<file path="config.mk">
export PLATFORM = sky130hd
export DESIGN_NAME = dot_tracker
export DESIGN_NICKNAME = d
export VERILOG_FILES = /design/src/rtl/dot_pkg.sv /design/src/rtl/dot_map_rom.sv /design/src/rtl/dot_tracker.sv
export SDC_FILE = /design/constraint.sdc
export NUM_CORES = 1
export LEC_CHECK = 0
export CAP_MARGIN = 20
export CORE_ASPECT_RATIO = 1.2
export CORE_MARGIN = 5
export CORE_UTILIZATION = 50
export DETAILED_ROUTE_END_ITERATION = 6
export PLACE_DENSITY = 0.72
export SYNTH_ARGS = -nofsm -noshare
export SYNTH_HDL_FRONTEND = slang
export SYNTH_SLANG_ARGS = --single-unit
</file>
<file path="constraint.sdc">
create_clock -name Clk -period 15.5 [get_ports Clk]
set_input_delay 2.325 -clock Clk [delete_from_list [all_inputs] [get_ports Clk]]
set_output_delay 2.325 -clock Clk [all_outputs]
set_load 0.03 [all_outputs]
</file>
<file path="src/rtl/dot_pkg.sv">
// Shared definitions for the pellet tracker: maze geometry, tracker state
// encoding, power-pellet cell indices and small bit-counting helpers.
package dot_pkg;

    localparam int MAZE_COLS  = 12;
    localparam int MAZE_ROWS  = 12;
    localparam int CELL_SHIFT = 5;
    localparam int MAZE_ORG   = 32;

    // Map indices (row*12 + col) of the four corner power pellets
    localparam logic [7:0] PELLET_IDX_0 = 8'd0;
    localparam logic [7:0] PELLET_IDX_1 = 8'd11;
    localparam logic [7:0] PELLET_IDX_2 = 8'd132;
    localparam logic [7:0] PELLET_IDX_3 = 8'd143;

    typedef enum logic [1:0] {
        ST_IDLE  = 2'd0,
        ST_LOAD  = 2'd1,
        ST_PLAY  = 2'd2,
        ST_CLEAR = 2'd3
    } dot_state_t;

    // Number of dots in one 12-cell ROM row
    function automatic logic [3:0] popcount12(input logic [11:0] bits);
        logic [3:0] cnt;
        cnt = 4'd0;
        for (int i = 0; i < 12; i++) begin
            cnt = cnt + {3'd0, bits[i]};
        end
        return cnt;
    endfunction

    // True when a map index is one of the corner power pellets
    function automatic logic is_pellet(input logic [7:0] idx);
        return (idx == PELLET_IDX_0) || (idx == PELLET_IDX_1) ||
               (idx == PELLET_IDX_2) || (idx == PELLET_IDX_3);
    endfunction

endpackage

</file>
<file path="src/rtl/dot_map_rom.sv">
// Per-level dot map ROM. One 12-bit row per lookup, bit c = column c.
//   level 0: every cell holds a dot
//   level 1: a single dot at row 5, column 7
//   level 2: diagonal stripes ((row+col) % 3 != 0) plus the four corners
//   level 3: empty maze
module dot_map_rom (
    input  logic [1:0]  level,
    input  logic [3:0]  row,
    output logic [11:0] row_bits
);

    // Row pattern lookup
    always_comb begin
        row_bits = 12'h000;
        case (level)
            2'd0: begin
                if (row < 4'd12) begin
                    row_bits = 12'hFFF;
                end else begin
                    row_bits = 12'h000;
                end
            end
            2'd1: begin
                if (row == 4'd5) begin
                    row_bits = 12'h080;
                end else begin
                    row_bits = 12'h000;
                end
            end
            2'd2: begin
                case (row)
                    4'd0:                         row_bits = 12'hDB7;
                    4'd1, 4'd4, 4'd7, 4'd10:      row_bits = 12'h6DB;
                    4'd2, 4'd5, 4'd8, 4'd11:      row_bits = 12'hB6D;
                    4'd3, 4'd6, 4'd9:             row_bits = 12'hDB6;
                    default:                      row_bits = 12'h000;
                endcase
            end
            default: row_bits = 12'h000;
        endcase
    end

endmodule

</file>
<file path="src/rtl/dot_tracker.sv">
// Live pellet state of the maze: loads the level map from ROM, clears dots
// as Pac-Man's centre enters a cell's eat window, and keeps score, the
// remaining-dot count and level-clear status.
// Optional feature macro: DOT_POWER_PELLET_EN (corner power pellets and
// the frightened-mode timer behind power_active).
module dot_tracker
    import dot_pkg::*;
#(
    parameter int EAT_WIN       = 3,
    parameter int DOT_POINTS    = 10,
    parameter int PELLET_POINTS = 50,
    parameter int POWER_FRAMES  = 360
) (
    input  logic         Clk,
    input  logic         Reset,
    input  logic         frame_tick,
    input  logic         level_start,
    input  logic [1:0]   level,
    input  logic [9:0]   BallX,
    input  logic [9:0]   BallY,
    output logic [143:0] currDotMap,
    output logic [7:0]   dots_left,
    output logic [15:0]  score,
    output logic         eat_pulse,
    output logic         level_clear,
    output logic         power_active
);

    dot_state_t     state_r;
    logic [3:0]     row_r;
    logic [1:0]     level_r;
    logic [143:0]   map_r;
    logic [7:0]     dots_left_r;
    logic [15:0]    score_r;
    logic           eat_pulse_r;
    logic           level_clear_r;

    logic [11:0]    rom_row_s;
    logic [3:0]     row_pop_s;
    logic [7:0]     load_sum_s;
    logic [7:0]     row_base_s;
    logic [9:0]     dx_s;
    logic [9:0]     dy_s;
    logic [4:0]     col_s;
    logic [4:0]     row_s;
    logic           in_win_s;
    logic [7:0]     idx_s;
    logic           hit_s;
    logic           eat_s;
    logic           pellet_s;
    logic [15:0]    points_s;
    logic [16:0]    score_sum_s;
    logic [15:0]    score_nxt_s;

    dot_map_rom u_rom (
        .level    (level_r),
        .row      (row_r),
        .row_bits (rom_row_s)
    );

    // Load-side arithmetic: dots in the current ROM row and its map offset
    always_comb begin
        row_pop_s  = popcount12(rom_row_s);
        load_sum_s = dots_left_r + {4'd0, row_pop_s};
        row_base_s = {4'd0, row_r} * 8'(MAZE_COLS);
    end

    // Map Pac-Man's centre to a cell and decide whether this frame eats a dot
    always_comb begin
        dx_s     = BallX + 10'd2 - 10'(MAZE_ORG);
        dy_s     = BallY + 10'd2 - 10'(MAZE_ORG);
        col_s    = dx_s[9:CELL_SHIFT];
        row_s    = dy_s[9:CELL_SHIFT];
        in_win_s = (col_s < 5'(MAZE_COLS)) && (row_s < 5'(MAZE_ROWS)) &&
                   (dx_s[CELL_SHIFT-1:0] <= 5'(EAT_WIN)) &&
                   (dy_s[CELL_SHIFT-1:0] <= 5'(EAT_WIN));
        idx_s    = {4'd0, row_s[3:0]} * 8'(MAZE_COLS) + {4'd0, col_s[3:0]};
        if (in_win_s) begin
            hit_s = map_r[idx_s];
        end else begin
            hit_s = 1'b0;
        end
        // A new level request wins over an eat on the same edge
        eat_s = hit_s && frame_tick && !level_start && (state_r == ST_PLAY);
    end

`ifdef DOT_POWER_PELLET_EN
    assign pellet_s = is_pellet(idx_s);
`else
    assign pellet_s = 1'b0;
`endif

    // Points for this eat, with the score saturating at all ones
    always_comb begin
        if (pellet_s) begin
            points_s = 16'(PELLET_POINTS);
        end else begin
            points_s = 16'(DOT_POINTS);
        end
        score_sum_s = {1'b0, score_r} + {1'b0, points_s};
        if (score_sum_s[16]) begin
            score_nxt_s = 16'hFFFF;
        end else begin
            score_nxt_s = score_sum_s[15:0];
        end
    end

    // Level FSM: map load, dot eating, score and level-clear bookkeeping
    always_ff @(posedge Clk or posedge Reset) begin
        if (Reset) begin
            state_r       <= ST_IDLE;
            row_r         <= 4'd0;
            level_r       <= 2'd0;
            map_r         <= 144'd0;
            dots_left_r   <= 8'd0;
            score_r       <= 16'd0;
            eat_pulse_r   <= 1'b0;
            level_clear_r <= 1'b0;
        end else begin
            eat_pulse_r <= 1'b0;
            if (level_start) begin
                state_r       <= ST_LOAD;
                row_r         <= 4'd0;
                level_r       <= level;
                map_r         <= 144'd0;
                dots_left_r   <= 8'd0;
                level_clear_r <= 1'b0;
            end else begin
                case (state_r)
                    ST_IDLE: begin
                        state_r <= ST_IDLE;
                    end
                    ST_LOAD: begin
                        map_r[row_base_s +: 12] <= rom_row_s;
                        dots_left_r             <= load_sum_s;
                        if (row_r == 4'(MAZE_ROWS - 1)) begin
                            row_r <= 4'd0;
                            if (load_sum_s == 8'd0) begin
                                state_r       <= ST_CLEAR;
                                level_clear_r <= 1'b1;
                            end else begin
                                state_r <= ST_PLAY;
                            end
                        end else begin
                            row_r <= row_r + 4'd1;
                        end
                    end
                    ST_PLAY: begin
                        if (eat_s) begin
                            map_r[idx_s] <= 1'b0;
                            dots_left_r  <= dots_left_r - 8'd1;
                            score_r      <= score_nxt_s;
                            eat_pulse_r  <= 1'b1;
                            if (dots_left_r == 8'd1) begin
                                state_r       <= ST_CLEAR;
                                level_clear_r <= 1'b1;
                            end else begin
                                state_r <= ST_PLAY;
                            end
                        end else begin
                            state_r <= ST_PLAY;
                        end
                    end
                    ST_CLEAR: begin
                        state_r <= ST_CLEAR;
                    end
                    default: begin
                        state_r <= ST_IDLE;
                    end
                endcase
            end
        end
    end

`ifdef DOT_POWER_PELLET_EN
    logic [8:0] timer_r;
    logic [8:0] timer_nxt_s;
    logic       power_r;

    // Frightened timer: reload on a pellet eat, count frames down otherwise
    always_comb begin
        if (level_start || (state_r == ST_LOAD)) begin
            timer_nxt_s = 9'd0;
        end else if (eat_s && pellet_s) begin
            timer_nxt_s = 9'(POWER_FRAMES);
        end else if (frame_tick && (timer_r != 9'd0) &&
                     ((state_r == ST_PLAY) || (state_r == ST_CLEAR))) begin
            timer_nxt_s = timer_r - 9'd1;
        end else begin
            timer_nxt_s = timer_r;
        end
    end

    // Timer and its registered nonzero flag
    always_ff @(posedge Clk or posedge Reset) begin
        if (Reset) begin
            timer_r <= 9'd0;
            power_r <= 1'b0;
        end else begin
            timer_r <= timer_nxt_s;
            power_r <= (timer_nxt_s != 9'd0);
        end
    end

    assign power_active = power_r;
`else
    logic [8:0] unused_power_frames_s;
    assign unused_power_frames_s = 9'(POWER_FRAMES);
    assign power_active          = 1'b0;
`endif

    assign currDotMap  = map_r;
    assign dots_left   = dots_left_r;
    assign score       = score_r;
    assign eat_pulse   = eat_pulse_r;
    assign level_clear = level_clear_r;

endmodule
</file>
# After elaboration in Yosys (flattened, before gate mapping)
# Memories as Yosys holds them, arrays and structs flattened.
# Cells that the tools add are included.
[word_totals]
mem_bits_rw = 0
memories = 1
ff_bits = 178
mem_bits_ro = 192
out_inout_bits = 171
input_bits = 26
latch_bits = 0
[memory_table]
columns = ["name", "words", "width", "rd", "rd_clocked_by_memory_dff", "wr", "line_no", "rtl"]
rows = [
  ["(name not given)", 16, 12, 1, 0, 0, "dot_map_rom.sv:31", "case (row)"],
]
[op_classes]
mul = 2
n_div = 0
n_mux = 34
add_sub_neg = 21
n_lt_le_gt_ge = 7
n_bitwise = 3
n_eq_ne = 12
shift = 2
n_reduce_logical = 16
[op_table]
columns = ["operator", "count"]
rows = [
  ["$mux 144", 2],
  ["$pmux 144 s2", 1],
  ["$and 144x144->144", 1],
  ["$bwmux 144", 1],
  ["$not 144->144", 1],
  ["$shift 12x10->144 const A", 1],
  ["$shiftx 12x10->144", 1],
  ["$pmux 12 s3", 1],
  ["$add 4x1->4", 8],
  ["$mux 8", 3],
  ["$add 10x2->10 const B", 2],
  ["$sub 10x6->10 const B", 2],
  ["$add 16x4->17 const B", 1],
  ["$add 8x4->8", 2],
  ["$mux 16", 1],
  ["$pmux 8 s2", 1],
  ["$mux 1", 13],
  ["$mul 4x2->6 const B", 2],
  ["$mux 12", 1],
  ["$mux 4", 3],
  ["$le 5x2->1 const B", 2],
  ["$lt 5x4->1 const B", 2],
  ["$neg 8->10", 1],
  ["$lt 8x9->1 const B", 1],
  ["29 further kinds", 43],
]

# Depth between registers and ports, before layout
[depth]
word_depth = 20
ltp_mapped = 22
mapped_depth_nobuf = 19

# Hierarchy
# A second synthesis with hierarchy kept.
[unflattened]
hier_cells = 1550
area_unflattened_um2 = 13561.8
[by_module_without_submodules]
columns = ["module", "area_each_um2", "cells_each", "instances"]
rows = [
  ["dot_tracker", 13255.2, 1510, 1],
  ["dot_map_rom", 306.5, 40, 1],
]

# Worst setup path after synthesis
# OpenSTA, ideal clock, no wires.
[synth_timing]
path_type = "input -> register"
from = "input BallY[1]"
to = "register map_r[73] (netlist: currDotMap[73])"
cell_stages = 15
path_buffers = 2
setup_slack_ns = 9.315
required_ns = 15.413
arrival_time_ns = 6.098
cell_sequence = "ha_1 a311oi_1 xor2_1 fa_1 xor2_2 nand3_2 nand2_4 mux4_2 mux2i_1 o221ai_2 a31oi_4 buf_6 buf_4 o21ai_0 o211ai_1"
[synth_between]
elab_chain_cells = 13
word_cells_on_any_way = 27
classes_between = "add/sub (3); mul (1); order compare (4); eq/ne (1); mux (8); bitwise (2); reduce/logical (8)"
[synth_rtl]
columns = ["item", "line_no", "rtl"]
rows = [
  ["start: declaration", "dot_tracker.sv:20", "input logic [9:0] BallY,"],
  ["$add 10x2->10 (*)", "dot_tracker.sv:71", "dy_s = BallY + 10'd2 - 10'(MAZE_ORG);"],
  ["$sub 10x6->10 (*)", "dot_tracker.sv:71", ""],
  ["$mul 4x2->6", "dot_tracker.sv:77", "idx_s = {4'd0, row_s[3:0]} * 8'(MAZE_COLS) + {4'd0, col_s[3:0]};"],
  ["$add 8x4->8", "dot_tracker.sv:77", ""],
  ["$lt 8x9->1 (not written as such) / $ge 8x1->1 (equally long branches)", "dot_tracker.sv:150", "map_r[idx_s] <= 1'b0;"],
  ["$logic_and 1x1->1 (not written as such)", "dot_tracker.sv:150", ""],
  ["$mux 1 (not written as such)", "dot_tracker.sv:150", ""],
  ["$demux 1 s8", "dot_tracker.sv:150", ""],
  ["$not 144->144 (no source line)", "n/a", ""],
  ["$and 144x144->144 (no source line)", "n/a", ""],
  ["$mux 144", "dot_tracker.sv:149", "if (eat_s) begin"],
  ["$pmux 144 s2", "dot_tracker.sv:129", "case (state_r)"],
  ["$mux 144", "dot_tracker.sv:121", "if (level_start) begin"],
  ["end signal: indexed assignment", "dot_tracker.sv:134", "map_r[row_base_s +: 12] <= rom_row_s;"],
  ["end: declaration", "dot_tracker.sv:32", "logic [143:0] map_r;"],
]
# Every way passes the cells marked *; elsewhere a longest branch is shown, timed or not. The select of a mux whose other input is x is not followed.
# A chain may end at the register's enable or synchronous reset.

# Worst setup path in the final report
[layout_timing]
from = "input BallY[1]"
to = "register map_r[86] (netlist: currDotMap[86])"
# Same word-level chain as after synthesis.

==> flow_summary.toml <==
[global_route]
grt_max_degree = 113
grtUsageTotal_pct = 35.8
grt_pass1_vias = 13600
grt_pass1_wl_mm = 84.0
grt-ovfl-total = 0
busiest_layer = "met2"
met2_usage_pct = 55.7
global_route.usage.met3_pct = 8.75
gr-usage-met1_pct = 47.0
antenna_found_initial = 0

[logic_synthesis]
async_flop_share_pct = 100
seq_area_frac_synth_pct = 33.3
yosys-top-cells-area = "dfrtp_1 33%, nand2_1 11%, o21ai_0 7.1%"
yosysUniqueCellTypes = 83
yosys.area.top_type = "dfrtp_1"
syn_inst = 1683
ys.flop_type = "dfrtp_1"
synth-edff-count = 0
yosysWarnings = 0
synth-seq-cells = 178
yosysMostFrequentCell = "nand2_1"
synth_fp_nets = 1747
syn_avg_cell_area_um2 = 7.94
syn_area_um2 = 13400
synthTopCellsByCount = "390 x nand2_1, 190 x o21ai_0, 178 x dfrtp_1"
synth_top_area_share_pct = 33.3

[timing]
setup_viol = 0
min_period_over_period_pct = 55.0
setup_slack_ps = 6980
fmax_ghz = 0.117
slew_headroom_pct = 22.7
clock_skew_ps = 11.6
tns_ps = 0
grt_setup_unrepaired = "no"
finalHoldViolCount = 0
tightest_slew_ps = 1150
hold_ws_ps = 495
maxSlewViolCount = 0
timing.final.crit_period_ps = 8520

[floorplanning]
dieHeight_um = 189
die_area_um2 = 30100
fp.dieW_um = 159
core_um2 = 26400
start_util_pct = 50.7
rows = 65
io_pins = 197

[critical_path]
worstSetupEndpointType = "register"
timing.rr.start = "row_r[0]$_DFFE_PP0P_"
arrival_ps = 8880
crit_start = "BallY[1]"
setup.worst_path.class = "primary input to register"
critPathMaxFanout = 112
cp.required_ps = 15860
worst_setup_path_start_kind = "primary input"

[clock_tree]
cts_resized = 0
cts_root_buffer = "clkbuf_16"
hold_buffers = 0
htreeDepth = 4
cts_tree = "done"
clkTransAtPathRegs_ps = 80
cts_setup_buffers = 0
cts_buffer_depth = 2
cts_buffers = 17
cts_sinks = 178
insertion_delay_ps = 460

[worst_hold_path]
hp-class = "register to register"
min-delay-start = "score[0]$_DFFE_PP0P_"

[power]
p_per_area_nw_per_um2 = 147
power_frac_clock_pct = 20.1
leakage_uw = 0.00734
peakVddDrop_mv = 0.145
power_switching_uw = 1260
comb_power_share_pct = 56.4
seqPwrFrac_pct = 23.5
switching_share_pct = 53.4
p_int_uw = 1100

[cells_and_area]
nets = 1881
drive_gt1_share_pct = 7.65
final_util_pct = 61.2
areaGrowthSynthToFinish_pct = 20.6

[route]
vias = 14500
via_per_inst = 6.69
ant_nets = 0
finalWirelength_mm = 55.5
routedWlPerCell_um = 25.6
drc = 9
drt-pass1-iter-count = 7
drt_iter0_markers = 2031

[place]
io_buffers = 195
gp_congestion = 1.01
place_ws_ps = 6670
hpwlAfterDp_mm = 40.6

[outcome]
outcome = "finished with violations"
violations = "DRC"

[flow_run]
max-cap-violations = 0
==> routing by layer <==
metal  up-vias  share of wire, %
met5         -                 0
met4         0               5.8
met3       210                11
met2       996                45
met1      6967                38
li1       6321                 -
==> area by class of cell <==
cell class	count	area, um^2
repair buffers	220	2160
fillers	2391	10200
flip-flops and latches	178	4450
clock buffers	17	425
well taps	335	419
diodes	1	2.50
clock inverters	15	196
multi-input cells	1360	8300
inverters	40	155
==> critical path, cell delays in order <==
cell and delay, ps:
clkdlybuf4s50_1 480, ha_1 280, a311oi_1 510, xor2_1 290, fa_1 590, xor2_2 460, nand3_2 310, nand2_4 250
mux4_2 510, mux2i_1 250, o221ai_2 200, a31oi_4 950, buf_4 1010, o21ai_0 290, o31ai_1 120
==> through the flow <==
step	power [uW]	instance area, um^2	std cells
2_1_floorplan	1350	13400	1683
3_3_place_gp	1830	15400	2129
3_5_place_dp	1830	15500	2131
4_1_cts	2300	16100	2163
5_1_grt	2440	16100	2165
6_report	2360	16100	2166
==> flip-flops by register name, summed over array words and instances, names as in the netlist <==
register / cells
row_r: 4
currDotMap: 144
level_clear: 1
state_r: 2
level_r: 2
score: 16
eat_pulse: 1
dots_left: 8
==> worst paths after layout <==
kind	cells past startpoint	to	slack, ps
worst max-delay path	15	currDotMap[86]$_DFFE_PP0P_	6980
worst min-delay path	1	score[0]$_DFFE_PP0P_	490
worst max register to register	19	state_r[0]$_DFFE_PP0P_	9710
worst min register to register	1	score[0]$_DFFE_PP0P_	490
max in group asynchronous	3	currDotMap[103]$_DFFE_PP0P_	12050
min in group asynchronous	2	score[1]$_DFFE_PP0P_	2210
==> cell usage in the layout (no fill, tap or decap), types with 4 or more instances in the layout <==
master,count
nand3_1,43
a22oi_1,7
inv_6,7
inv_1,38
dfrtp_1,178
nor3_1,51
a31oi_1,18
o21ai_1,14
clkbuf_16,17
and2_1,11
a21o_1,7
xnor2_1,11
o21a_1,10
nand2_1,390
or3_1,10
xor2_1,9
fa_1,6
o21ai_0,190
a21oi_1,113
mux2i_1,21
ha_1,30
and3_1,7
o21bai_1,4
nor2_1,108
or2_2,5
mux4_2,37
o41ai_1,4
mux2_2,14
o211ai_1,11
nand2b_1,15
o32ai_1,4
o31ai_1,97
buf_4,23
nand4_1,17
nor2b_1,14
clkdlybuf4s50_1,195
o22ai_1,15
==> logic make-up after synthesis <==
group           after synthesis  synth area share (%)
flops                       178                  33.3
fa+ha+maj                    38                  3.95
compound gates              525                  23.8
simple gates                699                  23.1
xor+xnor                     25                  2.10
mux                          72                  8.99
other cells                   1                0.0281
buf+inv                     145                  4.70
==> power by group through the flow <==
| stage | Sequential [uW] | Combinational, uW | Clock [uW] |
|---|---|---|---|
| final | 556 | 1330 | 474 |
| after global routing | 559 | 1390 | 493 |
| after CTS | 553 | 1280 | 475 |
| after detailed placement | 561 | 1270 | 0 |
| after global placement | 561 | 1260 | 0 |
| after floorplan | 596 | 758 | 0 |
Note: power is estimated with default switching activity, not from simulation.
